**config.mk**
```make
export PLATFORM = sky130hd
export DESIGN_NAME = vram_fill_engine
export DESIGN_NICKNAME = d
export VERILOG_FILES = /design/src/rtl/video_pkg.sv /design/src/rtl/btn_debounce.sv /design/src/rtl/vram_fill_engine.sv
export SDC_FILE = /design/constraint.sdc
export NUM_CORES = 1
export LEC_CHECK = 0
export BUFFER_PORTS_ARGS = -buffer_cell sky130_fd_sc_hd__buf_2
export CAP_MARGIN = 10
export CORE_UTILIZATION = 55
export DETAILED_ROUTE_END_ITERATION = 6
export GPL_ROUTABILITY_DRIVEN = 0
export PLACE_DENSITY = 0.88
export SLEW_MARGIN = 5
export SYNTH_ARGS = -nofsm -noshare
export SYNTH_HDL_FRONTEND = slang
export SYNTH_SLANG_ARGS = --single-unit
```
**constraint.sdc**
```tcl
create_clock -name clk -period 6.2 [get_ports clk]
set_input_delay 0.93 -clock clk [delete_from_list [all_inputs] [get_ports clk]]
set_output_delay 0.93 -clock clk [all_outputs]
set_load 0.05 [all_outputs]
```
**src/rtl/video_pkg.sv**
```systemverilog
// video_pkg: shared video timing, VRAM geometry, pixel type and fill FSM state encoding
package video_pkg;
    localparam int H_ACTIVE    = 1280;
    localparam int V_ACTIVE    = 720;
    localparam int VRAM_SCALE  = 3;
    localparam int VRAM_WIDTH  = H_ACTIVE >> VRAM_SCALE;
    localparam int VRAM_HEIGHT = V_ACTIVE >> VRAM_SCALE;
    typedef logic [23:0] rgb24_t;
    typedef enum logic [1:0] {IDLE, FILL, DONE} fill_state_e;
    // Polarity swaps which half gets colour A.
    function automatic rgb24_t split_color(input logic right, input logic pol,
                                           input rgb24_t color_a, input rgb24_t color_b);
        return (right ^ pol) ? color_a : color_b;
    endfunction
endpackage

```
**src/rtl/btn_debounce.sv**
```systemverilog
// btn_debounce: two-flop synchroniser plus stability counter producing a clean level and change strobe
module btn_debounce #(
    parameter int DEBOUNCE_CYCLES = 270000
) (
    input  logic clk,
    input  logic rst,
    input  logic btn_raw_i,
    output logic level_o,
    output logic edge_o
);
    localparam int CW = DEBOUNCE_CYCLES > 1 ? $clog2(DEBOUNCE_CYCLES) : 1;
    logic          sync1_q, sync2_q, level_q, level_d;
    logic [CW-1:0] cnt_q, cnt_d;
    // Count only while the synchronised input disagrees with the held level.
    always_comb begin
        edge_o  = (sync2_q != level_q) && (cnt_q == CW'(DEBOUNCE_CYCLES - 1));
        cnt_d   = (sync2_q == level_q || edge_o) ? '0 : cnt_q + CW'(1);
        level_d = edge_o ? sync2_q : level_q;
    end
    always_ff @(posedge clk) begin
        if (rst) begin
            sync1_q <= 1'b1;
            sync2_q <= 1'b1;
            level_q <= 1'b1;
            cnt_q   <= '0;
        end else begin
            sync1_q <= btn_raw_i;
            sync2_q <= sync1_q;
            level_q <= level_d;
            cnt_q   <= cnt_d;
        end
    end
    assign level_o = level_q;
endmodule

```
**src/rtl/vram_fill_engine.sv**
```systemverilog
// vram_fill_engine: debounced button triggers a row-major left/right split fill of the VRAM
module vram_fill_engine #(
    parameter int                  VRAM_WIDTH      = video_pkg::VRAM_WIDTH,
    parameter int                  VRAM_HEIGHT     = video_pkg::VRAM_HEIGHT,
    parameter int                  ADDR_W          = 15,
    parameter int                  DEBOUNCE_CYCLES = 270000,
    parameter video_pkg::rgb24_t   COLOR_A         = 24'hFFFFFF,
    parameter video_pkg::rgb24_t   COLOR_B         = 24'h000000
) (
    input  logic              clk,
    input  logic              rst,
    input  logic              btn_raw,
    output logic              wr_en,
    output logic [ADDR_W-1:0] wr_addr,
    output logic [23:0]       wr_data,
    input  logic              wr_ready,
    output logic              busy,
    output logic              fill_done,
    output logic              btn_level
);
    import video_pkg::fill_state_e;
    import video_pkg::IDLE;
    import video_pkg::FILL;
    import video_pkg::DONE;
    import video_pkg::split_color;
    localparam int XW = VRAM_WIDTH > 1 ? $clog2(VRAM_WIDTH) : 1;
    localparam int YW = VRAM_HEIGHT > 1 ? $clog2(VRAM_HEIGHT) : 1;
    fill_state_e       state_q, state_d;
    logic [XW-1:0]     x_q, x_d;
    logic [YW-1:0]     y_q, y_d;
    logic [ADDR_W-1:0] addr_q, addr_d;
    logic              pol_q, pol_d, pending_q, pending_d;
    logic              btn_edge, accept, x_last, last, start;
    btn_debounce #(.DEBOUNCE_CYCLES(DEBOUNCE_CYCLES)) u_debounce (
        .clk       (clk),
        .rst       (rst),
        .btn_raw_i (btn_raw),
        .level_o   (btn_level),
        .edge_o    (btn_edge)
    );
    // A fill may start from IDLE or straight out of DONE; edges during FILL just queue.
    always_comb begin
        accept    = (state_q == FILL) && wr_ready;
        x_last    = x_q == XW'(VRAM_WIDTH - 1);
        last      = x_last && (y_q == YW'(VRAM_HEIGHT - 1));
        start     = pending_q && (state_q != FILL);
        state_d   = state_q;
        x_d       = x_q;
        y_d       = y_q;
        addr_d    = addr_q;
        pol_d     = pol_q;
        pending_d = btn_edge | (pending_q & ~start);
        if (start) begin
            state_d = FILL;
            x_d     = '0;
            y_d     = '0;
            addr_d  = '0;
            pol_d   = btn_level;
        end else if (state_q == DONE) begin
            state_d = IDLE;
        end else if (accept) begin
            x_d     = x_last ? '0 : x_q + XW'(1);
            y_d     = x_last ? y_q + YW'(1) : y_q;
            addr_d  = addr_q + ADDR_W'(1);
            state_d = last ? DONE : FILL;
        end
    end
    always_ff @(posedge clk) begin
        if (rst) begin
            state_q   <= IDLE;
            x_q       <= '0;
            y_q       <= '0;
            addr_q    <= '0;
            pol_q     <= 1'b0;
            pending_q <= 1'b0;
        end else begin
            state_q   <= state_d;
            x_q       <= x_d;
            y_q       <= y_d;
            addr_q    <= addr_d;
            pol_q     <= pol_d;
            pending_q <= pending_d;
        end
    end
    assign wr_en     = state_q == FILL;
    assign busy      = state_q == FILL;
    assign fill_done = state_q == DONE;
    assign wr_addr   = addr_q;
    assign wr_data   = wr_en ? split_color(x_q > XW'(VRAM_WIDTH / 2), pol_q, COLOR_A, COLOR_B) : '0;
endmodule

```
## After elaboration in Yosys (flattened, before gate mapping)

Index checks and enable logic that the tools add are counted.

| word-level totals | value |
|---|---|
| register bits | 56 |
| bits in latches | 0 |
| RAM bits | 0 |
| memory bits (read-only) | 0 |
| input port bits | 4 |
| word-level logic and storage cells | 47 |
| memories kept | 0 |

| operators by class | value |
|---|---|
| add/sub/neg operators | 4 |
| multiply operators | 0 |
| divide/modulo/power cells | 0 |
| order comparisons | 1 |
| equal/unequal tests | 8 |
| shift-type cells | 0 |
| muxes and demuxes | 7 |
| bitwise gates (word level) | 5 |
| reductions and logical operators | 11 |

Operators by type and width:

| operator | count |
|---|---|
| $mux W24 | 2 |
| $add A19 B1 Y19 const B | 1 |
| $eq A19 B19 Y1 const B | 1 |
| $add A15 B1 Y15 const B | 1 |
| $add A8 B1 Y8 const B | 1 |
| $eq A8 B8 Y1 const B | 1 |
| $gt A8 B7 Y1 const B | 1 |
| $mux W8 | 1 |
| $add A7 B1 Y7 const B | 1 |
| $eq A7 B7 Y1 const B | 1 |
| $logic_and A1 B1 Y1 | 4 |
| $reduce_or A2 Y1 | 2 |
| $mux W1 | 3 |
| $reduce_and A3 Y1 | 1 |
| $reduce_bool A3 Y1 | 1 |
| $reduce_or A3 Y1 | 1 |
| $eq A2 B1 Y1 const B | 1 |
| $eq A2 B2 Y1 const B | 1 |
| $mux W2 | 1 |
| $ne A2 B1 Y1 const B | 1 |
| $not A1 Y1 | 2 |
| $reduce_and A2 Y1 | 1 |
| $and A1 B1 Y1 | 1 |
| $eq A1 B1 Y1 | 1 |
| other kinds (4) | 4 |

## Logic depth before layout (Yosys ltp)

| logic depth | value |
|---|---|
| word-level depth | 6 |
| gate-level depth with buffers | 7 |
| mapped depth without buffers | 6 |

## Hierarchy

A second synthesis with hierarchy kept.

| unflattened totals | value |
|---|---|
| cell total of the unflattened synthesis | 315 |
| area total of the unflattened synthesis | 2755.1 µm² |

By module, submodules not included:

| module | instances | cells an instance | area each (µm²) | seq. area each (µm²) |
|---|---|---|---|---|
| vram_fill_engine | 1 | 207 | 1745.4 | 680.7 |
| btn_debounce | 1 | 108 | 1009.7 | 440.4 |

## Worst setup path after synthesis

Ideal clock, no wire load.

| timing path | value |
|---|---|
| path kind | reg-to-output |
| start point | register x_q[0] |
| end point | output port wr_data[10] |
| arrival | 2726 ps |
| path slack | 2544 ps |
| cell stages (with the launch flop) | 8 |
| buffers on the path | 1 |
| path through | dfxtp_1 -> inv_1 -> ha_1 -> nor4b_1 -> o21bai_1 -> xnor2_1 -> nor2_1 -> buf_4 |

| on the way | value |
|---|---|
| word-level cells in the longest chain between the ends | 4 |

RTL lines:

| item | line | RTL |
|---|---|---|
| start: declaration | vram_fill_engine.sv:29 | `logic [XW-1:0] x_q, x_d;` |
| start signal: assignment | vram_fill_engine.sv:71 | `x_q <= '0;` |
| start signal: assignment | vram_fill_engine.sv:78 | `x_q <= x_d;` |
| $gt A8 B7 Y1 | vram_fill_engine.sv:89 | `assign wr_data = wr_en ? split_color(x_q > XW'(VRAM_WIDTH / 2), pol_q, COLOR_A, COLOR_B) : '0;` |
| $xor A1 B1 Y1 | video_pkg.sv:13 | `return (right ^ pol) ? color_a : color_b;` |
| $mux W24 | video_pkg.sv:13 |  |
| $mux W24 | vram_fill_engine.sv:89 |  |
| end: declaration | vram_fill_engine.sv:15 | `output logic [23:0] wr_data,` |

No other way between the ends.

## Worst setup path in the final report

| timing path | value |
|---|---|
| start point | register x_q[0] |
| end point | output port wr_data[18] |

Same word-level chain as after synthesis.

==> impl_metrics.json <==
{
  "status": "finished clean",
  "fin_crit_ps": 3480,
  "p_comb_share_pct": 1.5,
  "grt-ovfl-total": 0,
  "clkTransAtPathRegs_ps": 80,
  "cp_data_required_time_ps": 5270,
  "grt_pass1_wl_microns": 8540,
  "wl_microns": 5000,
  "core-area_sq_um": 4790,
  "use_met2_pct": 35.6,
  "drc": 0,
  "cts.sink_count": 56,
  "yosys.area.top_type_share_pct": 40.7,
  "crit_fanout": 24,
  "rows": 25,
  "grt_start_max_net_pins": 27,
  "grt-busiest-layer": "met2",
  "grt_usage_pct": 20.7,
  "p_sw_uw": 114,
  "pwr-share-clk_pct": 33.3,
  "fmax_mhz": 287,
  "syn-instance-count": 314,
  "p_int_uw": 439,
  "worstSetupEndpointType": "primary output",
  "cts-root-buf": "clkbuf_8",
  "worstMarginPinSlew_ps": 1030,
  "start_util_pct": 57.5,
  "netlist_top_cells_area": "dfxtp_1, buf_4, nor2_1, xnor2_1, xor2_1",
  "die-area_sq_um": 5290,
  "synth_area_sq_um": 2750,
  "clock_latency_ps": 310,
  "final_cell_mix": "dfxtp_1, buf_2, nor2_1",
  "path_buf_inv": 2,
  "post_cts_resized": 0,
  "cts_tree": "yes",
  "fp.dieH_microns": 72.8,
  "cts_made_buffers": 5,
  "final_cells": 402,
  "syn_area_per_cell_sq_um": 8.77,
  "post-route-util_pct": 60.9,
  "ir_drop_uv": 156,
  "clock_skew_ps": 7.47,
  "use_met3_pct": 4.01,
  "max-cap-violations": 0,
  "post_cts_buffers": 0,
  "grt_pass1_vias": 1947,
  "htree_levels": 2,
  "pwr-share-seq_pct": 65.1,
  "setup_viol": 0,
  "ys.warnings.count": 0,
  "place_inst": 395,
  "reg2reg_setup_slack_ps": 4210,
  "ys_ff_latch": 56,
  "path_cells": "inv_1, ha_1, nor4b_1, o21bai_1, xnor2_1, nor2_1, buf_2",
  "ios": 47,
  "cellPowerDensity_nw_per_um2": 190,
  "synth_nets": 324,
  "slowest_stage": "nor2_1",
  "synth_top_cell_by_area": "dfxtp_1",
  "swShare_pct": 20.6,
  "via_per_inst": 5.36,
  "via_count": 2156,
  "drive_gt1_share_pct": 17.6,
  "cts_max_path_buffers": 2,
  "hold_violations": 0,
  "wire_per_inst_microns": 12.4,
  "crit_arrival_ps": 2550,
  "mostFrequentLayoutCell": "dfxtp_1",
  "hp-class": "flop to flop",
  "nNetsFinal": 345,
  "rsz0062_at_grt": "false",
  "slew_violations": 0,
  "first_pass_iters": 5,
  "yosys.cell_types.count": 43,
  "use_met1_pct": 25.0,
  "ant_nets": 0,
  "cp-start-kind": "flop",
  "portBuffers": 46,
  "antenna_found_initial": 0,
  "drtIter0Drc": 116,
  "relSlewSlack_pct": 31.3,
  "ys_seq_area_share_pct": 40.7,
  "fp.dieW_microns": 72.8,
  "diodes": 0,
  "postCtsHoldBufs": 0,
  "p_leak_uw": 0.00114,
  "crit_type": "flop to primary output",
  "area_growth_pct": 5.82,
  "critical-path-top-delay-family": "simple AND/OR/NAND/NOR gates",
  "tns_ps": 0,
  "finalCritPeriodShare_pct": 56.1,
  "max_stage_delay_ps": 770,
  "hpwl_microns": 3640
}
[logic make-up after synthesis]
kind of cell	synth area share [%]
XOR/XNOR	10.8
AO/OA/AOI/OAI	7.50
multiplexers	0.727
flip-flops	40.7
adder cells (fa/ha/maj)	2.73
buffers and inverters	9.90
AND/OR/NAND/NOR	27.6
[routing by layer]
metal | part of all wire (%) | routed length [microns]
met4 | 1.3 | 63
met3 | 3.7 | 183
met1 | 47 | 2340
met2 | 48 | 2410
met5 | 0 | 0
[worst register-to-register path, cell delays in order (launching register included)]
cell and delay (ps):
dfxtp_1 470, nand2b_1 240, a21o_1 540, or4_1 610, nand2_1 90
[metrics by stage]
step	setup WS, ps	power, uW	cell area (sq um)	hold slack, ps
after floorplan	2540	376	2750	389
after global placement	3090	377	2840	399
after detailed placement	2990	377	2840	403
after CTS	2650	560	2910	427
after global routing	2420	573	2910	454
final	2720	553	2910	421
[worst paths after layout]
| path | end | start | depth (start not counted) |
|---|---|---|---|
| worst min register to register | u_debounce.sync2_q | u_debounce.sync1_q | 1 |
| worst max register to register | wr_addr[8] | state_q[0] | 4 |
| worst max-delay path | wr_data[18] | x_q[0] | 7 |
| worst min-delay path | u_debounce.sync2_q | u_debounce.sync1_q | 1 |
[Yosys cell counts, drive strengths merged]
| master | number |
|---|---|
| a211oi | 1 |
| a21o | 1 |
| a21oi | 13 |
| a32o | 1 |
| and2 | 2 |
| and2b | 1 |
| and3 | 3 |
| and3b | 1 |
| and4 | 5 |
| and4b | 2 |
| buf | 29 |
| clkbuf | 3 |
| dfxtp | 56 |
| ha | 6 |
| inv | 11 |
| mux2i | 2 |
| nand2 | 17 |
| nand2b | 1 |
| nand3 | 18 |
| nand3b | 1 |
| nand4 | 16 |
| nor2 | 43 |
| nor2b | 1 |
| nor3 | 4 |
| nor3b | 1 |
| nor4 | 6 |
| nor4b | 2 |
| o211a | 1 |
| o211ai | 2 |
| o21ai | 10 |
| o21bai | 1 |
| o31ai | 3 |
| or2 | 2 |
| or3 | 10 |
| or4 | 4 |
| xnor2 | 18 |
| xor2 | 16 |
[cell type report]
type / count / area [sq um]
fillers: 435 / 1870
multi-input cells: 215 / 1360
flip-flops and latches: 56 / 1120
repair buffers: 46 / 230
well taps: 67 / 83.8
clock buffers: 6 / 72.6
inverters: 11 / 41.3
clock inverters: 1 / 5.00
[sequential cells by signal (all words and copies together), names as in the netlist]
signal	cells
pol_q	1
u_debounce.cnt_q	19
state_q	2
u_debounce.sync1_q	1
y_q	7
wr_addr	15
x_q	8
u_debounce.level_o	1
u_debounce.sync2_q	1
pending_q	1
[power groups by stage]
stage / Combinational, uW / Clock [uW] / Sequential (uW)
floorplan: 6.67 / 0 / 369
global placement: 8.25 / 0 / 369
detailed placement: 8.46 / 0 / 369
CTS: 8.49 / 191 / 361
global route: 9.32 / 203 / 361
finish: 8.34 / 185 / 361
Note: power is estimated with default switching activity, not from simulation.
